==> src/rtl/sky_xu_pkg.sv <==
// Shared Skylark XU definitions: register-file geometry and the writeback request record.
package sky_xu_pkg;

   localparam int NUM_REGS   = 16;
   localparam int REG_ADDR_W = 4;
   localparam int XLEN       = 32;

   typedef struct packed {
      logic [REG_ADDR_W-1:0] rd;
      logic [XLEN-1:0]       data;
   } wb_req_t;

   localparam int WB_REQ_W = $bits(wb_req_t);

endpackage

==> src/rtl/sky_wb_fifo.sv <==
// Generic synchronous first-word-fall-through FIFO with occupancy count and full/empty flags.
module sky_wb_fifo #(
   parameter int DEPTH = 4,
   parameter int WIDTH = 36,
   localparam int PW   = (DEPTH > 1) ? $clog2(DEPTH) : 1,
   localparam int CW   = $clog2(DEPTH) + 1
) (
   input  logic             clk,
   input  logic             reset,
   input  logic             push,
   input  logic [WIDTH-1:0] push_data,
   input  logic             pop,
   output logic [WIDTH-1:0] pop_data,
   output logic             full,
   output logic             empty,
   output logic [CW-1:0]    count
);

   logic [WIDTH-1:0] mem_r [DEPTH];
   logic [PW-1:0]    wr_ptr_r;
   logic [PW-1:0]    rd_ptr_r;
   logic [CW-1:0]    count_r;
   logic             push_ok_s;
   logic             pop_ok_s;

   assign full      = (count_r == CW'(DEPTH));
   assign empty     = (count_r == CW'(0));
   assign count     = count_r;
   assign pop_data  = mem_r[rd_ptr_r];
   assign push_ok_s = push && !full;
   assign pop_ok_s  = pop && !empty;

   // Payload storage; contents are don't-care until written, so no reset.
   always_ff @(posedge clk) begin
      if (push_ok_s) begin
         mem_r[wr_ptr_r] <= push_data;
      end
   end

   // Pointers wrap naturally because DEPTH is a power of two.
   always_ff @(posedge clk) begin
      if (reset) begin
         wr_ptr_r <= PW'(0);
         rd_ptr_r <= PW'(0);
         count_r  <= CW'(0);
      end else begin
         if (push_ok_s) begin
            wr_ptr_r <= wr_ptr_r + PW'(1);
         end
         if (pop_ok_s) begin
            rd_ptr_r <= rd_ptr_r + PW'(1);
         end
         case ({push_ok_s, pop_ok_s})
            2'b10:   count_r <= count_r + CW'(1);
            2'b01:   count_r <= count_r - CW'(1);
            default: count_r <= count_r;
         endcase
      end
   end

endmodule

==> src/rtl/sky_writeback_unit.sv <==
// Writeback stage: arbitrates ALU results and buffered load results onto the single
// register-file write port and tracks which registers still have loads in flight.
module sky_writeback_unit
   import sky_xu_pkg::*;
#(
   parameter int LD_FIFO_DEPTH = 4,
   parameter int STARVE_LIMIT  = 3,
   localparam int CW           = $clog2(LD_FIFO_DEPTH) + 1
) (
   input  logic                  clk,
   input  logic                  reset,
   input  logic                  alu_valid,
   output logic                  alu_ready,
   input  logic [REG_ADDR_W-1:0] alu_rd,
   input  logic [XLEN-1:0]       alu_data,
   input  logic                  ld_valid,
   output logic                  ld_ready,
   input  logic [REG_ADDR_W-1:0] ld_rd,
   input  logic [XLEN-1:0]       ld_data,
   output logic                  wb_enable,
   output logic [REG_ADDR_W-1:0] wb_addr,
   output logic [XLEN-1:0]       wb_data,
   output logic [NUM_REGS-1:0]   pending_mask,
   output logic [CW-1:0]         fifo_count
);

   wb_req_t       push_req_s;
   wb_req_t       head_s;
   logic          fifo_full_s;
   logic          fifo_empty_s;
   logic          alu_fire_s;
   logic          push_s;
   logic          pop_s;
   logic [3:0]    starve_cnt_r;
   logic [CW-1:0] pend_cnt_r  [NUM_REGS];
   logic [CW-1:0] pend_next_s [NUM_REGS];

   // Both readies come from flops only, so producers never see a combinational path.
   assign ld_ready   = !fifo_full_s;
   assign alu_ready  = !(!fifo_empty_s && (starve_cnt_r == 4'(STARVE_LIMIT)));
   assign alu_fire_s = alu_valid && alu_ready;
   assign push_s     = ld_valid && ld_ready && (ld_rd != REG_ADDR_W'(0));
   assign pop_s      = !fifo_empty_s && !alu_fire_s;
   assign push_req_s = '{rd: ld_rd, data: ld_data};

   sky_wb_fifo #(
      .DEPTH (LD_FIFO_DEPTH),
      .WIDTH (WB_REQ_W)
   ) u_ld_fifo (
      .clk       (clk),
      .reset     (reset),
      .push      (push_s),
      .push_data (push_req_s),
      .pop       (pop_s),
      .pop_data  (head_s),
      .full      (fifo_full_s),
      .empty     (fifo_empty_s),
      .count     (fifo_count)
   );

   // Registered write port; rd==0 ALU results are consumed silently.
   always_ff @(posedge clk) begin
      if (reset) begin
         wb_enable <= 1'b0;
         wb_addr   <= REG_ADDR_W'(0);
         wb_data   <= XLEN'(0);
      end else if (alu_fire_s) begin
         wb_enable <= (alu_rd != REG_ADDR_W'(0));
         if (alu_rd != REG_ADDR_W'(0)) begin
            wb_addr <= alu_rd;
            wb_data <= alu_data;
         end
      end else if (pop_s) begin
         wb_enable <= 1'b1;
         wb_addr   <= head_s.rd;
         wb_data   <= head_s.data;
      end else begin
         wb_enable <= 1'b0;
      end
   end

   // Starvation counter: counts ALU wins over a waiting load, saturating at the limit.
   always_ff @(posedge clk) begin
      if (reset) begin
         starve_cnt_r <= 4'd0;
      end else if (fifo_empty_s || pop_s) begin
         starve_cnt_r <= 4'd0;
      end else if (alu_fire_s && (starve_cnt_r != 4'(STARVE_LIMIT))) begin
         starve_cnt_r <= starve_cnt_r + 4'd1;
      end else begin
         starve_cnt_r <= starve_cnt_r;
      end
   end

   // Per-register in-flight load counts; enqueue and dequeue of the same rd cancel out.
   always_comb begin
      for (int r = 0; r < NUM_REGS; r++) begin
         pend_next_s[r] = pend_cnt_r[r]
                        + {{(CW-1){1'b0}}, (push_s && (ld_rd == REG_ADDR_W'(r)))}
                        - {{(CW-1){1'b0}}, (pop_s && (head_s.rd == REG_ADDR_W'(r)))};
      end
   end

   // Pending counters update on the same edge that issues the load write.
   always_ff @(posedge clk) begin
      for (int r = 0; r < NUM_REGS; r++) begin
         if (reset) begin
            pend_cnt_r[r] <= CW'(0);
         end else begin
            pend_cnt_r[r] <= pend_next_s[r];
         end
      end
   end

   // Mask bit per register derived from its in-flight counter.
   always_comb begin
      pending_mask = '0;
      for (int r = 0; r < NUM_REGS; r++) begin
         pending_mask[r] = (pend_cnt_r[r] != CW'(0));
      end
   end

endmodule

==> config.mk <==
export PLATFORM = sky130hd
export DESIGN_NAME = sky_writeback_unit
export DESIGN_NICKNAME = d
export VERILOG_FILES = /design/src/rtl/sky_xu_pkg.sv /design/src/rtl/sky_wb_fifo.sv /design/src/rtl/sky_writeback_unit.sv
export SDC_FILE = /design/constraint.sdc
export NUM_CORES = 1
export LEC_CHECK = 0
export BUFFER_PORTS_ARGS = -buffer_cell sky130_fd_sc_hd__buf_4
export CORE_MARGIN = 3
export CORE_UTILIZATION = 31
export CTS_CLUSTER_SIZE = 14
export DETAILED_ROUTE_END_ITERATION = 16
export HOLD_SLACK_MARGIN = 0.05
export PLACE_DENSITY_LB_ADDON = 0.3
export SYNTH_ARGS = -nofsm -noshare
export SYNTH_HDL_FRONTEND = slang
export SYNTH_HIERARCHICAL = 1
export SYNTH_SLANG_ARGS = --single-unit
==> constraint.sdc <==
create_clock -name clk -period 3 [get_ports clk]
set_clock_uncertainty 0.2 [all_clocks]
set_input_delay 0.45 -clock clk [delete_from_list [all_inputs] [get_ports clk]]
set_output_delay 0.45 -clock clk [all_outputs]
set_load 0.02 [all_outputs]
==> metrics.cfg, run 1 <==
[sta]
layout_setup_ws_ps=44.4
hold_viol=0
rsz0062_at_grt=true
report.final.slew_viol_count=0
worst_slew_pin_slew_ps=589
post-route-period-util_pct=98.5
layout_min_cycle_time_ps=2960
setup_violations=0
relSlewSlack_pct=60.7
fmax_ghz=0.338

[synthesis]
synth_edf_count=144
yosys.area.top_type_share_pct=40.2
synth-main-ff-cell=edfxtp_1
synthTopCellsByArea=edfxtp_1 (40%), dfxtp_1 (18%), mux4_2 (6.3%)
synth_cells=792
ys_ff_latch=242
synth-seq-area-share_pct=58.5
syn_area_um2=10700
synthArstFlopShare_pct=0
synth-warning-count=6
yosys.area.top_type=edfxtp_1
synth_cell_types=44
post_synth.cell_area_avg_um2=13.6
synth_nets=923

[pwr]
ir_worst_vdd_uv=435
finalPower_w=0.0105
p_switching_w=0.00299
pwr-share-seq_pct=39.3
p_leak_nw=5.47
p_clk_share_pct=34.8
switching_share_pct=28.5
intPower_w=0.00749
combPwrFrac_pct=25.8
power_density_nw_per_um2=724

[placement]
port_buffers=133
gp_congestion=0.752
dpl_cell_area_um2=12500
dp_hpwl_mm=17.9
post-place-ws_ps=-149

[min_path]
holdPathStages=2
whs_endpoint=pend_cnt_r[13][2]$_SDFF_PP0_
hp-start=reset
min_path_type=input pin to register

[finish]
layout_commonest_cell=buf_4
layout.nets=1159
syn_to_final_growth_pct=34.7
final_cell_mix=buf_4 (174), edfxtp_1 (144), dfxtp_1 (91)
drive_above_1_share_pct=33.8
fill_cells=3174
stdcell_area_um2=14500

[floorplanning]
boundaryPins=134
core.rowCount=67
core_area_um2=33900
die_w_um=192
initial_core_util_pct=31.7
die_h_um=192
design.die.area_um2=36900

[routing]
drc=0
viasPerCell=4.79
num_vias=7186
drt_iter0_drc=377
drtAntennaViolNets=0
dr.pass1.iters=4
wire_per_inst_um=17.7
wl_mm=26.6

[global_route]
grt.overflow.total=0
grt_pass1_wl_mm=41.0
grt_pass1_vias=7266
grt_util_all_layers_pct=14.2
antenna_found_initial=1
grt_max_degree=48

[status]
status=complete, no violations

[clocking]
cts_buffers=28
clk_pin_slew_worst_paths_ps=60
cts_tree=done
clock_latency_ps=540
cts_root_buf=clkbuf_16
cts_sinks=242
max-clock-path-buffers=3
htree_levels=1

[critical_path]
cp-start-kind=register
critical_path_class=register to register
cp_data_arrival_time_ps=3180
cp-end-kind=register
r2r_end=pend_cnt_r[11][2]$_SDFF_PP0_
worstRegToRegCells=11
rrSetupSlack_ps=40
critPathRequiredTime_ps=3230
path_max_fanout=6

[run]
max-cap-violations=0

registers in the layout, summed over array words and instances (netlist names), named ones only:
name,cells
pend_cnt_r,48
starve_cnt_r,4
u_ld_fifo/count,3
u_ld_fifo/mem_r,144
u_ld_fifo/rd_ptr_r,2
u_ld_fifo/wr_ptr_r,2
wb_addr,4
wb_data,32
wb_enable,1
cell usage after synthesis (all sizes together), types with 25 or more instances:
master  number
xnor2       25
o21ai       40
nor2        61
ha          38
dfxtp       98
inv         72
mux4        36
nor4        40
nor2b       27
nand3       38
edfxtp     144
a311oi      36
clkbuf      31
what timing repair did:
| item | in CTS | in global routing |
|---|---|---|
| gates resized for setup | 5 | 44 |
| hold buffers | 72 | 0 |
| pin swaps | 1 | 36 |
| buffers inserted | 1 | 9 |
| endpoints found under the setup margin | 15 | 19 |
| hold endpoints to repair | 180 | 0 |
worst max-delay path by stage:
stage | startpoint | endpoint | slack [ps] | cells after the start
floorplan | register | pend_cnt_r[8][2]$_SDFF_PP0_ | -160 | 14
global placement | register | pend_cnt_r[3][1]$_SDFF_PP0_ | -130 | 9
detailed placement | register | pend_cnt_r[3][1]$_SDFF_PP0_ | -150 | 9
CTS | register | pend_cnt_r[8][2]$_SDFF_PP0_ | 8 | 11
global route | register | pend_cnt_r[10][2]$_SDFF_PP0_ | -150 | 11
finish | register | pend_cnt_r[11][2]$_SDFF_PP0_ | 40 | 11
per-layer routing:
| metal | global-route usage, % | wire length [um] |
|---|---|---|
| met5 | 0 | 0 |
| met2 | 24.6 | 13300 |
| met1 | 18.4 | 11300 |
| met4 | 3.64 | 546 |
| met3 | 2.57 | 1400 |
power by group through the flow:
stage	clock (W)	sequential (W)	combinational, W
3_3_place_gp	0	0.00418	0.00249
4_1_cts	0.00374	0.00413	0.00262
2_1_floorplan	0	0.00431	0.00149
5_1_grt	0.00389	0.00416	0.00295
6_report	0.00365	0.00412	0.00271
3_5_place_dp	0	0.00419	0.00252
layout make-up:
type	count	area [um^2]	share of cell area, %
Multi-Input combinational cell	427	4110	28.4
Timing Repair Buffer	257	2230	15.4
Clock inverter	19	263	1.81
Tap cell	448	561	3.87
Antenna cell	1	2.50	0.0173
Clock buffer	33	741	5.12
Inverter	72	270	1.87
Sequential cell	242	6300	43.5
worst max-delay path: stages, from the launching register on:
cell      delay, ps
dfxtp_4         380
mux4_2          570
a2111o_1        390
buf_4           170
nor2_2          100
ha_1            130
inv_1            40
ha_2            170
fa_2            350
xnor2_2         140
xnor2_1         150
nor2_1           50
cells by family (layout without fill, tap and decap cells):
family          after synthesis  count (layout)  share of synthesized area (%)
flops                       242             242                           58.5
simple gates                210             210                           10.5
buf+inv                     123             381                           5.29
compound gates               88              88                           7.34
fa+ha+maj                    55              55                           7.59
mux                          37              37                           7.85
xor+xnor                     36              36                           2.93
other cells                   1               2                         0.0349
stage by stage:
stage	cells	TNS, ps	hold WS (ps)	utilization, %
floorplan	792	-696	218	-
finish	1499	0	197	42.7
global placement	1364	-398	235	36.8
detailed placement	1364	-957	243	36.8
CTS	1489	0	185	42.0
global route	1499	-591	209	42.7
Note: power is estimated with default switching activity, not from simulation.
==> run 2, diff against run 1 <==
--- a/config.mk
+++ b/config.mk
@@ -5,6 +5,7 @@
 export SDC_FILE = /design/constraint.sdc
 export NUM_CORES = 1
 export LEC_CHECK = 0
+export ABC_AREA = 1
 export BUFFER_PORTS_ARGS = -buffer_cell sky130_fd_sc_hd__buf_4
 export CORE_MARGIN = 3
 export CORE_UTILIZATION = 31
==> run 2 against run 1 <==
- sequential power grew 1%
- critical path depth grew 4
- hold slack worse by 130 ps
- clock power decreased by 15%
- synthesized area increased by 2.5%
- non-clock buffer count fell by 56
- global-route usage is essentially flat
- combinational power increased by 2%
- sequential share of layout area increased by 2.3 points
- fmax rose by 5.2%
- power fell by 4.5%
==> metrics.cfg, run 2 <==
[critical_path]
critPathRequiredTime_ps=3260
path_max_fanout=11
cp-end-kind=register
cp-start-kind=register
cp_data_arrival_time_ps=3070
critical_path_class=register to register

[pwr]
p_leak_nw=5.92
switching_share_pct=31.9
finalPower_w=0.0100
p_switching_w=0.00319
p_clk_share_pct=30.8
pwr-share-seq_pct=41.6
combPwrFrac_pct=27.6
ir_worst_vdd_uv=513
power_density_nw_per_um2=729
intPower_w=0.00682

[clocking]
cts_tree=done
cts_buffers=27
max-clock-path-buffers=3
clock_latency_ps=520
cts_root_buf=clkbuf_16
clk_pin_slew_worst_paths_ps=60
cts_sinks=242
htree_levels=1

[routing]
viasPerCell=4.49
drtAntennaViolNets=0
wl_mm=27.4
drc=0
wire_per_inst_um=15.0
num_vias=8193
dr.pass1.iters=5
drt_iter0_drc=396

[synthesis]
synth-seq-area-share_pct=57.1
synth-main-ff-cell=edfxtp_1
yosys.area.top_type=edfxtp_1
ys_ff_latch=242
synth-warning-count=6
synth_nets=1301
yosysMostFrequentCell=nor2_1
synth_edf_count=144
yosys.area.top_type_share_pct=39.3
synth_cell_types=28
synthArstFlopShare_pct=0
synthTopCellsByCount=nor2_1 (244), nand2_1 (157), inv_1 (153), edfxtp_1 (144), dfxtp_1 (98)
synthTopCellsByArea=edfxtp_1 (39%), dfxtp_1 (18%), nor2_1 (8.3%)
post_synth.cell_area_avg_um2=9.41
synth_cells=1170
syn_area_um2=11000

[finish]
stdcell_area_um2=13700
layout.nets=1479
syn_to_final_growth_pct=24.8
layout_commonest_cell=nor2_1
drive_above_1_share_pct=17.1
top_register=u_ld_fifo/mem_r
reg.largest.list=u_ld_fifo/mem_r x144, pend_cnt_r x48, wb_data x32
fill_cells=3426
largest_reg_flops=144
final_cell_mix=nor2_1 (239), buf_4 (160), nand2_1 (156)
antenna_cells=0
fin_cells=1823

[placement]
dpl_cell_area_um2=12500
gp_congestion=0.758
dp_hpwl_mm=18.1
port_buffers=133
dp_cells=1731

[status]
status=complete, no violations

[sta]
fmax_ghz=0.356
rsz0062_at_grt=false
whs_ps=62.2
hold_viol=0
worst_slew_pin_slew_ps=769
layout_min_cycle_time_ps=2810
setup_tns_ps=0
relSlewSlack_pct=48.7
post-route-period-util_pct=93.7
report.final.slew_viol_count=0
setup_violations=0

[floorplanning]
core.rowCount=68
core_area_um2=34800
boundaryPins=134
design.die.area_um2=37800
die_h_um=194
die_w_um=194
initial_core_util_pct=31.6

[run]
max-cap-violations=0

[global_route]
grt_pass1_wl_mm=43.4
grt_util_all_layers_pct=14.2
grt_max_degree=65
grt_pass1_vias=7983
grt.overflow.total=0
antenna_found_initial=1

[min_path]
min_path_type=input pin to register

## run 2: cell count changes after synthesis, sizes merged, moves of 27 or more
cell	change
nand3	+45
nor2b	-27
inv	+88
nor2	+184
a311oi	-36
nor4	-40
o21ai	+46
o22ai	+36
mux4	-36
nand2	+159
## run 2: critical path: stages (launching register included)
cell and delay [ps]:
dfxtp_4 420, inv_6 60, o21ai_1 150, o22ai_2 110, buf_4 140, nor2_1 100, nand2_1 110, nor2_1 170
ha_1 250, inv_1 60, ha_1 130, inv_1 50, fa_1 370, xnor2_1 180, o21ai_0 100, a21oi_1 140
## run 2: stage by stage
step / util [%] / setup WS (ps)
3_3_place_gp: 35.8 / 213
6_report: 39.5 / 190
4_1_cts: 39.3 / 116
3_5_place_dp: 35.8 / 142
2_1_floorplan: - / -49.3
5_1_grt: 39.5 / 0.919
## run 2: final cells by class
type,count,area (um^2),share of cell area [%]
Timing Repair Buffer,201,1620,11.8
Clock inverter,11,80.1,0.583
Multi-Input combinational cell,716,3810,27.7
Tap cell,455,569,4.14
Clock buffer,38,757,5.51
Inverter,160,608,4.43
Sequential cell,242,6290,45.8
## run 2: worst paths after layout
check | cells past startpoint | slack, ps | startpoint | end
worst max-delay path | 15 | 190 | register | pend_cnt_r[2][2]$_SDFF_PP0_
worst max register to register | 15 | 190 | register | pend_cnt_r[2][2]$_SDFF_PP0_
worst min-delay path | 5 | 60 | alu_data[24] | wb_data[24]$_SDFFE_PP0P_
worst min register to register | 1 | 250 | starve_cnt_r[0]$_SDFFE_PP0P_ | starve_cnt_r[0]$_SDFFE_PP0P_
## run 2: power groups by stage
stage          registers (W)  logic [W]  clock network, W
2_1_floorplan        0.00434    0.00174                 0
3_3_place_gp         0.00422    0.00269                 0
3_5_place_dp         0.00423    0.00272                 0
4_1_cts              0.00416    0.00278           0.00319
5_1_grt              0.00421    0.00312           0.00331
6_report             0.00417    0.00276           0.00309
## run 2: repair_timing
action,in CTS,in global routing
hold endpoints to repair,148,0
gates resized for setup,0,11
hold buffers,40,0
buffers inserted,0,3
endpoints found under the setup margin,0,9
## run 2: logic make-up (layout without fill, tap and decap cells)
family / count (synthesis) / after routing / synth area share [%]
and+or+nand+nor: 498 / 498 / 18.3
DFF: 242 / 242 / 57.1
buffers and inverters: 212 / 410 / 8.84
AOI/OAI and AO/OA: 145 / 145 / 7.00
adders and majority gates: 55 / 55 / 7.41
xor gates and xnor gates: 17 / 17 / 1.35
other: 1 / 1 / 0.0341
## run 2: layer usage
metal | global-route usage, % | up-vias | wire [um]
met5 | 0 | - | 7
met4 | 2.98 | 2 | 432
met3 | 2.36 | 35 | 1330
met2 | 24.6 | 148 | 13200
met1 | 18.9 | 3865 | 12400
li1 | - | 4143 | -
